`src/rtl/inst_fetch.sv`:
```
// Instruction fetch stage: owns the fetch PC, runs the req/ack read handshake to
// instruction memory and buffers returned words in a small {pc, inst} prefetch queue.
module inst_fetch #(
  parameter int                ADDR_W   = 32,
  parameter int                INST_W   = 32,
  parameter logic [ADDR_W-1:0] RESET_PC = {ADDR_W{1'b0}},
  parameter int                QDEPTH   = 2
) (
  input  logic              clk,
  input  logic              rst,
  input  logic              stall_i,
  input  logic              redirect_i,
  input  logic [ADDR_W-1:0] redirect_pc_i,
  output logic              mem_req_o,
  output logic [ADDR_W-1:0] mem_addr_o,
  input  logic              mem_ack_i,
  input  logic [INST_W-1:0] mem_data_i,
  output logic              valid_o,
  output logic [ADDR_W-1:0] pc_o,
  output logic [INST_W-1:0] inst_o
);

  localparam int PW = $clog2(QDEPTH);
  localparam int CW = PW + 1;
  localparam logic [INST_W-1:0] NOP = INST_W'(32'h0000_0013);

  typedef enum logic [1:0] {
    ST_IDLE = 2'd0,
    ST_WAIT = 2'd1,
    ST_DROP = 2'd2
  } state_t;

  state_t            state_r, state_s;
  logic [ADDR_W-1:0] fpc_r, fpc_s, addr_s, target_s, fpc_inc_s;
  logic              req_s;
  logic [ADDR_W-1:0] pc_q_r   [QDEPTH];
  logic [INST_W-1:0] inst_q_r [QDEPTH];
  logic [PW-1:0]     wr_ptr_r, rd_ptr_r;
  logic [CW-1:0]     count_r, count_s;
  logic              valid_s, ack_ok_s, enq_s, deq_s, space_s;

  // Queue bookkeeping: which acks are kept, what leaves the head, and room for one more request.
  always_comb begin
    valid_s   = (count_r != {CW{1'b0}});
    ack_ok_s  = mem_ack_i && (state_r == ST_WAIT) && !redirect_i;
    enq_s     = ack_ok_s;
    deq_s     = valid_s && !stall_i && !redirect_i;
    target_s  = {redirect_pc_i[ADDR_W-1:2], redirect_pc_i[1:0] & 2'b00};
    fpc_inc_s = fpc_r + ADDR_W'(3'd4);
    count_s   = count_r;
    if (redirect_i) begin
      count_s = {CW{1'b0}};
    end else begin
      case ({enq_s, deq_s})
        2'b10:   count_s = count_r + CW'(1'b1);
        2'b01:   count_s = count_r - CW'(1'b1);
        default: count_s = count_r;
      endcase
    end
    space_s = (count_s < CW'(QDEPTH));
  end

  // Fetch FSM: next state, next request/address and fetch PC.
  always_comb begin
    state_s = state_r;
    req_s   = mem_req_o;
    addr_s  = mem_addr_o;
    fpc_s   = fpc_r;
    if (redirect_i) begin
      fpc_s = target_s;
      case (state_r)
        ST_IDLE: begin
          state_s = ST_WAIT;
          req_s   = 1'b1;
          addr_s  = target_s;
        end
        ST_WAIT, ST_DROP: begin
          // An outstanding request must still complete; its data is thrown away.
          if (mem_ack_i) begin
            state_s = ST_WAIT;
            req_s   = 1'b1;
            addr_s  = target_s;
          end else begin
            state_s = ST_DROP;
            req_s   = 1'b1;
          end
        end
        default: begin
          state_s = ST_IDLE;
          req_s   = 1'b0;
          addr_s  = RESET_PC;
        end
      endcase
    end else begin
      case (state_r)
        ST_IDLE: begin
          if (space_s) begin
            state_s = ST_WAIT;
            req_s   = 1'b1;
            addr_s  = fpc_r;
          end else begin
            state_s = ST_IDLE;
          end
        end
        ST_WAIT: begin
          if (mem_ack_i) begin
            fpc_s = fpc_inc_s;
            if (space_s) begin
              addr_s = fpc_inc_s;
            end else begin
              state_s = ST_IDLE;
              req_s   = 1'b0;
            end
          end else begin
            state_s = ST_WAIT;
          end
        end
        ST_DROP: begin
          if (mem_ack_i) begin
            if (space_s) begin
              state_s = ST_WAIT;
              addr_s  = fpc_r;
            end else begin
              state_s = ST_IDLE;
              req_s   = 1'b0;
            end
          end else begin
            state_s = ST_DROP;
          end
        end
        default: begin
          state_s = ST_IDLE;
          req_s   = 1'b0;
          addr_s  = RESET_PC;
        end
      endcase
    end
  end

  // State, fetch PC, request outputs and queue pointers.
  always_ff @(posedge clk) begin
    if (rst) begin
      state_r    <= ST_IDLE;
      fpc_r      <= RESET_PC;
      mem_req_o  <= 1'b0;
      mem_addr_o <= RESET_PC;
      count_r    <= {CW{1'b0}};
      wr_ptr_r   <= {PW{1'b0}};
      rd_ptr_r   <= {PW{1'b0}};
    end else begin
      state_r    <= state_s;
      fpc_r      <= fpc_s;
      mem_req_o  <= req_s;
      mem_addr_o <= addr_s;
      count_r    <= count_s;
      if (redirect_i) begin
        wr_ptr_r <= {PW{1'b0}};
        rd_ptr_r <= {PW{1'b0}};
      end else begin
        if (enq_s) begin
          wr_ptr_r <= wr_ptr_r + PW'(1'b1);
        end
        if (deq_s) begin
          rd_ptr_r <= rd_ptr_r + PW'(1'b1);
        end
      end
    end
  end

  // Queue storage; the entry's PC is the address that was on the bus when it was acked.
  always_ff @(posedge clk) begin
    if (rst) begin
      for (int i = 0; i < QDEPTH; i++) begin
        pc_q_r[i]   <= {ADDR_W{1'b0}};
        inst_q_r[i] <= NOP;
      end
    end else if (enq_s) begin
      pc_q_r[wr_ptr_r]   <= mem_addr_o;
      inst_q_r[wr_ptr_r] <= mem_data_i;
    end
  end

  // Head decode from registered queue state only.
  always_comb begin
    valid_o = valid_s;
    if (valid_s) begin
      pc_o   = pc_q_r[rd_ptr_r];
      inst_o = inst_q_r[rd_ptr_r];
    end else begin
      pc_o   = {ADDR_W{1'b0}};
      inst_o = NOP;
    end
  end

endmodule

```
`config.mk`:
```
export PLATFORM = sky130hd
export DESIGN_NAME = inst_fetch
export DESIGN_NICKNAME = d
export VERILOG_FILES = /design/src/rtl/inst_fetch.sv
export SDC_FILE = /design/constraint.sdc
export NUM_CORES = 1
export LEC_CHECK = 0
export ABC_CLOCK_PERIOD_IN_PS = 5620
export CAP_MARGIN = 10
export CORE_UTILIZATION = 45
export DETAILED_ROUTE_END_ITERATION = 12
export PLACE_DENSITY_LB_ADDON = 0.25
export SYNTH_ARGS = -nofsm -noshare
export SYNTH_HDL_FRONTEND = slang
export SYNTH_SLANG_ARGS = --single-unit
export TNS_END_PERCENT = 30
```
`constraint.sdc`:
```
create_clock -name clk -period 5.62 [get_ports clk]
set_input_delay 0.562 -clock clk [delete_from_list [all_inputs] [get_ports clk]]
set_output_delay 0.562 -clock clk [all_outputs]
set_load 0.01 [all_outputs]
```
== Yosys cells after proc, flatten, opt, wreduce, memory -nomap -nowiden ==
Memory sizes are Yosys's and may differ from the RTL's. A register that Yosys moved wholly into a read port is not among the register bits.
Cells that the tools add are included.
Widths: inputs -> output; s select.

* Latch bits: 0
* Output and inout port bits: 98
* Word-level logic and storage cells: 91
* Register bits: 71
* Bits in writable memories: 128
* Bits of input ports: 69
* Memories: 2
* Bits in read-only memories: 0

{| class="wikitable"
|+ Memories
! name !! words !! bits a word !! rd ports !! clocked after Yosys merged registers in !! write ports !! line !! text
|-
| inst_q_r || 2 || 32 || 1 || 1 || 2 || 37 || <nowiki>logic [INST_W-1:0] inst_q_r [QDEPTH];</nowiki>
|-
| pc_q_r || 2 || 32 || 1 || 1 || 2 || 36 || <nowiki>logic [ADDR_W-1:0] pc_q_r [QDEPTH];</nowiki>
|}

* Divide/modulo/power cells: 0
* Shifts and indexed selects: 0
* Bitwise gates (word level): 0
* Equality and inequality tests: 12
* Order comparisons: 1
* $mul: 0
* Multiplexer cells: 44
* Add/sub/neg operators: 5
* Reductions and logical operators: 19

{| class="wikitable"
|+ Operators with widths
! operator !! number
|-
| $mux 32 || 13
|-
| $pmux 32 s3 || 1
|-
| $pmux 32 s2 || 1
|-
| $reduce_or 32->1 || 2
|-
| $add 32x3->32 const B || 1
|-
| $mux 1 || 19
|-
| $ne 3x3->1 const B || 5
|-
| $mux 2 || 6
|-
| $pmux 2 s2 || 2
|-
| $pmux 2 s3 || 1
|-
| $reduce_bool 2->1 || 3
|-
| $eq 2x1->1 const B || 2
|-
| $eq 2x2->1 const B || 2
|-
| $logic_and 1x1->1 || 4
|-
| $ne 4x4->1 const B || 1
|-
| $reduce_and 2->1 || 2
|-
| $reduce_and 4->1 || 1
|-
| $reduce_or 2->1 || 2
|-
| $ne 3x1->1 const B || 1
|-
| $ne 3x2->1 const B || 1
|-
| $reduce_and 3->1 || 1
|-
| $reduce_or 3->1 || 1
|-
| $add 1x1->1 const B || 2
|-
| $add 2x1->2 const B || 1
|-
| other kinds (5) || 6
|}

== Depth between registers and ports, before layout ==
Gate-level depths: netlist of the first run.

* Depth after elaboration: 11
* Mapped depth: 13
* Gate-level depth less buffers: 11

== Worst setup path before layout of the first run ==
OpenSTA, ideal clock, no wires.

* Kind: input to register
* From: input redirect_i
* To: memory inst_q_r[0][0] (enable)
* Arrival: 5.557 ns
* Setup slack: -0.505 ns
* Library setup time: 0.568 ns
* Required time: 5.052 ns
* Buffers on the path: 2
* Stages on the path: 5
* Path through: buf_2 > buf_1 > nor2_1 > inv_1 > o21ai_0

{| class="wikitable"
|+ RTL lines
! item !! line !! text
|-
| start, declared || 12 || <nowiki>input logic redirect_i,</nowiki>
|-
| end, declared || 37 ||
|}

== Worst setup path after layout of the first run ==
* From: register state_r[0]
* To: register mem_addr_o[30]

* Cells in the longest elaborated chain, start to end: 11
* Elaborated cells on any way between the ends: 21
* Those cells by class: order compare (1); eq/ne (8); mux (7); reduce/logical (5)

{| class="wikitable"
|+ Ends and longest elaborated chain
! item !! line !! text
|-
| start, declared || 33 || <nowiki>state_t state_r, state_s;</nowiki>
|-
| start signal, assigned || 151 || <nowiki>state_r <= state_s;</nowiki>
|-
| $eq 2x1->1 || 45, 71, 95 ||
|-
| $logic_and 1x1->1 (2 in series) || 45 || <nowiki>ack_ok_s = mem_ack_i && (state_r == ST_WAIT) && !redirect_i;</nowiki>
|-
| $eq 2x1->1 or $eq 2x2->1 (tied branches) || 54 || <nowiki>case ({enq_s, deq_s})</nowiki>
|-
| $pmux 2 s2 || 54 ||
|-
| $mux 2 || 51 || <nowiki>if (redirect_i) begin</nowiki>
|-
| $lt 2x2->1 || 60 || <nowiki>space_s = (count_s < CW'(QDEPTH));</nowiki>
|-
| $mux 32 (2 in series) || n/a ||
|-
| $pmux 32 s3 || 95 || <nowiki>case (state_r)</nowiki>
|-
| $mux 32 || 69 || <nowiki>if (redirect_i) begin</nowiki>
|-
| end signal, assigned || 154 || <nowiki>mem_addr_o <= addr_s;</nowiki>
|-
| end, declared || 15 || <nowiki>output logic [ADDR_W-1:0] mem_addr_o,</nowiki>
|}

Several ways; a longest one is shown, not always the timed one. The select of a mux whose other input is x is not followed.
A chain may end at the register's enable or synchronous reset.

==> metrics.cfg, run 1 <==
[setup_path]
cp.arrival_ns=4.21
crit_type=flip-flop to flip-flop
r2r_start=state_r[0]
crit_path_end_kind=flip-flop
critical_path.top_delay_family=simple AND/OR/NAND/NOR gates
cp_max_fo=19
critPathLaunchType=flip-flop
rr_endpoint=mem_addr_o[30]
cp_slowest_cell=dfxtp_1
crit_buf_inv=1
path_cells=clkinv_1 > ha_1 > or3_1 > o2111ai_1 > and3_1 > nand3_1 > o221ai_1
critPathMaxStageDelay_ns=0.83
critPathRequiredTime_ns=5.96
rrSetupSlack_ns=1.75
r2r_cells=7
startpoint=state_r[0]

[layout]
fin_cells=1332
drive_gt1_share_pct=6.05
synthToLayoutAreaGrowth_pct=24.8
nets=1119
antenna_cells=0

[grt]
grt_util_met3_pct=3.10
grt-busiest-layer=met2
grt_util_met1_pct=31.8
grt_remaining_overflow=0
grtUsageMet2_pct=35.2
grt.total_usage_pct=22.3
grt_pass1_vias=6777
grt_max_degree=64
grt_pass1_wl_mm=37.6
antenna_found_initial=0

[clocking]
cts_setup_buffers=0
htreeDepth=4
cts.clk_slew.worst_paths_ns=0.08
clk_latency_ns=0.43
holdBufCountCts=0
cts_sinks=192
clock_path_buffers=2
cts_resized=0
clock-root-buffer=clkbuf_16
cts_tree=built
cts_buffers=17

[power]
ir_worst_vdd_mv=0.197
power_mw=3.29
p_leak_nw=4.18
cellPowerDensity_nw_per_um2=273

[die]
ios=167
coreArea_um2=21000
start_util_pct=46.0
die_area_um2=22100
die_x_um=149
fp-row-count=53
die_h_um=149

[synthesis]
synth_edf_count=124
synth_cell_types=66
synth_seq_cells=192
syn_area_um2=9660
synthCells=921
synth_warnings=0
synth.avg_cell_area_um2=10.5
synth_flop_cell=edfxtp_1
async_flop_share_pct=0
synth_seq_area_share_pct=52.6

[placement]
portBuffers=160
dp_hpwl_mm=16.3
routabilityCongestion=0.897
dp.cells=1300
dp_slack_ns=1.89

[drt]
dr.first_iter.drc_count=720
routed-via-count=7521
dr.pass1.iters=6
drc=0
post_drt_wl_per_cell_um=18.4
postRouteAntennaNets=0
via_per_inst=5.65
wl_mm=24.6

[min_path]
whs_path_depth=1
holdCritStartpoint=mem_addr_o[22]
min_to=mem_addr_o[22]
hp-class=flip-flop to flip-flop

[sta]
fin_ws_ns=1.75
slew-limit-headroom_pct=24.4
finClkSkew_ns=0.0131
finalCritPeriodShare_pct=68.8
setup_viol=0
rsz0062_at_grt=false
slew_violations=0
post-route-min-period_ns=3.87
max_freq_mhz=259
worstMarginPinSlew_ns=1.13
setup-tns-final_ns=0
hold_violations=0

[outcome]
status=finished clean

[job]
drv_cap=0

==> synthesized netlist by cell type (all sizes together) (8+ instances only) <==
| cell type | instances | area, µm² |
|---|---|---|
| nor2 | 112 | 420 |
| or3 | 9 | 56.3 |
| and3 | 15 | 95.1 |
| a32o | 11 | 110 |
| clkbuf | 46 | 173 |
| nor3 | 15 | 80.1 |
| o21ai | 17 | 85.1 |
| a211oi | 13 | 97.6 |
| xnor2 | 23 | 201 |
| and2 | 123 | 769 |
| xor2 | 12 | 105 |
| inv | 9 | 33.8 |
| o211a | 8 | 80.1 |
| a22oi | 8 | 60.1 |
| nand3 | 22 | 133 |
| mux2i | 66 | 661 |
| nand4 | 15 | 100 |
| nand2 | 49 | 184 |
| nor4 | 9 | 86.3 |
| edfxtp | 124 | 3720 |
| dfxtp | 68 | 1360 |
| a21oi | 21 | 105 |
| nand2b | 15 | 93.8 |
| buf | 27 | 139 |
==> area by class of cell <==
type | count | area, µm²
sequential | 192 | 5090
fill | 1815 | 8960
clock buffer | 17 | 425
tap | 275 | 344
inverter | 11 | 41.3
multi-input combinational | 648 | 4260
timing repair buffer | 174 | 1730
clock inverter | 15 | 171
==> worst max path at each step <==
stage,to,slack [ns],cells after the start
5_1_grt,mem_addr_o[30],1.65,7
4_1_cts,mem_addr_o[30],1.87,7
3_5_place_dp,mem_addr_o[30],1.89,7
2_1_floorplan,inst_q_r[0][0],1.17,5
3_3_place_gp,mem_addr_o[30],1.89,7
6_report,mem_addr_o[30],1.75,7
==> logic make-up after synthesis <==
logic type	after synthesis	synth area share, %
AO/OA/AOI/OAI	137	10.6
XOR/XNOR	35	3.17
adder cells (fa/ha/maj)	6	0.777
buffers and inverters	84	3.65
flip-flops	192	52.6
multiplexers	66	6.84
other	1	0.0388
AND/OR/NAND/NOR	400	22.3
==> flip-flops by register name, summed over array words and instances, names as in the netlist, named ones only <==
| signal | cells |
|---|---|
| rd_ptr_r | 1 |
| inst_q_r | 64 |
| count_r | 2 |
| mem_addr_o | 30 |
| state_r | 2 |
| mem_req_o | 1 |
| fpc_r | 30 |
| wr_ptr_r | 1 |
| pc_q_r | 60 |
==> per-layer routing <==
| layer | part of all wire (%) | routed length [µm] |
|---|---|---|
| met1 | 45 | 11100 |
| met2 | 47 | 11400 |
| met3 | 6.7 | 1640 |
| met4 | 1.6 | 399 |
| met5 | 0 | 0 |
==> metrics by stage <==
step	hold slack (ns)	util [%]	area, µm²
2_1_floorplan	0.480	-	9670
3_3_place_gp	0.480	54.5	11500
3_5_place_dp	0.491	54.5	11500
4_1_cts	0.510	57.4	12100
5_1_grt	0.546	57.4	12100
6_report	0.506	57.4	12100
==> report_power, final <==
part	leakage, nW	switching [mW]	internal (mW)	total, mW
combinational	2.06	0.216	0.186	0.403
sequential	1.83	0.0811	1.58	1.66
clock	0.287	0.553	0.670	1.22
==> layout by cell type, fill, tap and decap left out, types with 14 or more instances in the layout <==
| cell | count |
|---|---|
| a21oi_1 | 21 |
| clkdlybuf4s50_1 | 159 |
| nor2_1 | 110 |
| nand2b_1 | 15 |
| and2_1 | 123 |
| nor3_1 | 14 |
| clkbuf_16 | 17 |
| nand2_1 | 49 |
| o21ai_0 | 16 |
| xnor2_1 | 23 |
| nand3_1 | 19 |
| edfxtp_1 | 124 |
| dfxtp_1 | 67 |
| mux2i_1 | 66 |
| nand4_1 | 14 |
Power figures use the tool's default switching activity.
==> inputs of run 2 (changes only) <==
--- a/config.mk
+++ b/config.mk
@@ -5,7 +5,7 @@
 export SDC_FILE = /design/constraint.sdc
 export NUM_CORES = 1
 export LEC_CHECK = 0
-export ABC_CLOCK_PERIOD_IN_PS = 5620
+export ABC_CLOCK_PERIOD_IN_PS = 3800
 export CAP_MARGIN = 10
 export CORE_UTILIZATION = 45
 export DETAILED_ROUTE_END_ITERATION = 12
==> constraint.sdc (replaced) <==
create_clock -name clk -period 3.8 [get_ports clk]
set_input_delay 0.38 -clock clk [delete_from_list [all_inputs] [get_ports clk]]
set_output_delay 0.38 -clock clk [all_outputs]
set_load 0.01 [all_outputs]
==> run 2 against run 1 <==
Final area up 1.2%. Sequential share of layout area down 0.51 points. Register-to-register slack worse by 0.64 ns. Combinational power up 57%. Clock-buffer cell count unchanged. Via count down 0.36%. Critical path depth decreased by 2. Cell count rose by 1.3%. Setup slack worse by 0.67 ns. Clock power rose by 44%.
==> metrics.cfg, run 2 (synthesis results as in run 1) <==
[drt]
dr.pass1.iters=8  ; was 6
wl_mm=25.0  ; was 24.6 mm
via_per_inst=5.56  ; was 5.65
drc=0  ; unchanged
postRouteAntennaNets=0  ; unchanged
post_drt_wl_per_cell_um=18.5  ; was 18.4 µm
dr.first_iter.drc_count=758  ; was 720
routed-via-count=7494  ; was 7521

[placement]
dp_slack_ns=0.873  ; was 1.89 ns
portBuffers=160  ; unchanged
dp.cells=1317  ; was 1300
dp_hpwl_mm=17.2  ; was 16.3 mm
routabilityCongestion=0.893  ; was 0.897

[min_path]
holdCritStartpoint=redirect_i  ; was mem_addr_o[22]
hp-class=input pin to flip-flop  ; was flip-flop to flip-flop

[clocking]
htreeDepth=4  ; unchanged
cts_buffers=17  ; unchanged
cts_tree=built  ; unchanged
cts_resized=0  ; unchanged
cts.clk_slew.worst_paths_ns=0.07  ; was 0.08 ns
clock_path_buffers=2  ; unchanged
cts_setup_buffers=0  ; unchanged
holdBufCountCts=0  ; unchanged
cts_sinks=192  ; unchanged
clk_latency_ns=0.44  ; was 0.43 ns
clock-root-buffer=clkbuf_16  ; unchanged

[grt]
grt_pass1_vias=7004  ; was 6777
grt_remaining_overflow=0  ; unchanged
antenna_found_initial=0  ; unchanged
grt_pass1_wl_mm=38.8  ; was 37.6 mm
grt.total_usage_pct=23.0  ; was 22.3%
grt_max_degree=63  ; was 64

[die]
start_util_pct=46.0  ; unchanged
die_area_um2=22100  ; unchanged
coreArea_um2=21000  ; unchanged
ios=167  ; unchanged
die_h_um=149  ; unchanged
fp-row-count=53  ; unchanged
die_x_um=149  ; unchanged

[setup_path]
crit_path_end_kind=primary output  ; was flip-flop
rrSetupSlack_ns=1.11  ; was 1.75 ns
rr_endpoint=mem_addr_o[3]  ; was mem_addr_o[30]
startpoint=count_r[0]  ; was state_r[0]
critPathRequiredTime_ns=3.42  ; was 5.96 ns
cp.arrival_ns=2.33  ; was 4.21 ns
r2r_start=state_r[0]  ; unchanged
r2r_cells=10  ; was 7
crit_type=flip-flop to primary output  ; was flip-flop to flip-flop
endpoint=inst_o[0]  ; was mem_addr_o[30]
critPathLaunchType=flip-flop  ; unchanged
cp_max_fo=62  ; was 19

[sta]
max_freq_mhz=368
worstMarginPinSlew_ns=0.704  ; was 1.13 ns
finClkSkew_ns=0.0117  ; was 0.0131 ns
setup-tns-final_ns=0  ; unchanged
post-route-min-period_ns=2.71
slew_violations=0  ; unchanged
setup_viol=0  ; unchanged
rsz0062_at_grt=false  ; unchanged
finalCritPeriodShare_pct=71.4
hold_violations=0  ; unchanged
fin_ws_ns=1.09  ; was 1.75 ns
slew-limit-headroom_pct=52.7  ; was 24.4%

[power]
power_mw=4.84  ; was 3.29 mW
ir_worst_vdd_mv=0.368  ; was 0.197 mV
p_leak_nw=4.27  ; was 4.18 nW
cellPowerDensity_nw_per_um2=396  ; was 273 nW/µm²

[layout]
antenna_cells=0  ; unchanged
fin_util_pct=58.1  ; was 57.4%
largest_register_ff_count=64  ; unchanged
reg.largest.list=inst_q_r (64), pc_q_r (60)  ; unchanged
final_common_cell=clkdlybuf4s50_1  ; unchanged
fillers=1821  ; was 1815
final_cell_mix=clkdlybuf4s50_1 (159), edfxtp_1 (124), and2_1 (123), nor2_1 (110), dfxtp_1 (67)  ; unchanged
synthToLayoutAreaGrowth_pct=26.4  ; was 24.8%
fin_cells=1349  ; was 1332
regMostFlops=inst_q_r  ; unchanged
drive_gt1_share_pct=7.64  ; was 6.05%
nets=1136  ; was 1119

[job]
drv_cap=0  ; unchanged

[outcome]
status=finished clean  ; unchanged

-- run 2: cell types whose count changed in the layout (fill, tap and decap cells not counted), moves of 2 or more --
cell	previous run	this run
clkinvlp_4	2	0
inv_6	5	2
inv_8	2	8
bufinv_16	2	0
buf_4	12	26
buf_12	2	5
-- run 2: how the worst min path moves through the flow --
stage	endpoint	slack, ns	depth (start not counted)
4_1_cts	state_r[0]	0.48	5
3_3_place_gp	mem_addr_o[3]	0.48	2
6_report	state_r[0]	0.50	5
5_1_grt	state_r[0]	0.52	5
3_5_place_dp	mem_addr_o[3]	0.49	2
2_1_floorplan	flip-flop	0.48	2
-- run 2: area by class of cell --
type | count | area (µm²) | share of cell area, %
sequential | 192 | 5090 | 41.7
tap | 275 | 344 | 2.82
multi-input combinational | 648 | 4260 | 34.9
clock buffer | 17 | 425 | 3.48
inverter | 11 | 41.3 | 0.338
timing repair buffer | 191 | 1890 | 15.5
clock inverter | 15 | 155 | 1.27
-- run 2: metrics by stage --
stage / instance area (µm²) / hold slack (ns)
2_1_floorplan: 9680 / 0.480
3_3_place_gp: 11600 / 0.477
3_5_place_dp: 11600 / 0.490
4_1_cts: 12200 / 0.480
5_1_grt: 12200 / 0.525
6_report: 12200 / 0.496
-- run 2: worst max-delay path, cell delays in order (launching register included) --
cell             delay, ns
dfxtp_1               0.36
nor2_4                0.13
buf_4                 0.56
inv_1                 0.18
nand2_1               0.10
clkdlybuf4s50_1       0.53
-- run 2: power breakdown --
part / switching, mW / internal (mW)
logic: 0.336 / 0.295
registers: 0.112 / 2.34
clock network: 0.877 / 0.884
total: 1.32 / 3.52
-- run 2: routing by layer --
layer  track usage [%]  vias to the layer above  routed length (µm)  part of all wire, %
li1                  -                     3620                   -                    -
met1              32.0                     3561               11200                   45
met2              36.6                      270               11500                   46
met3              4.02                       43                1670                  6.7
met4              7.32                        0                 583                  2.3
met5                 0                        -                   0                    0
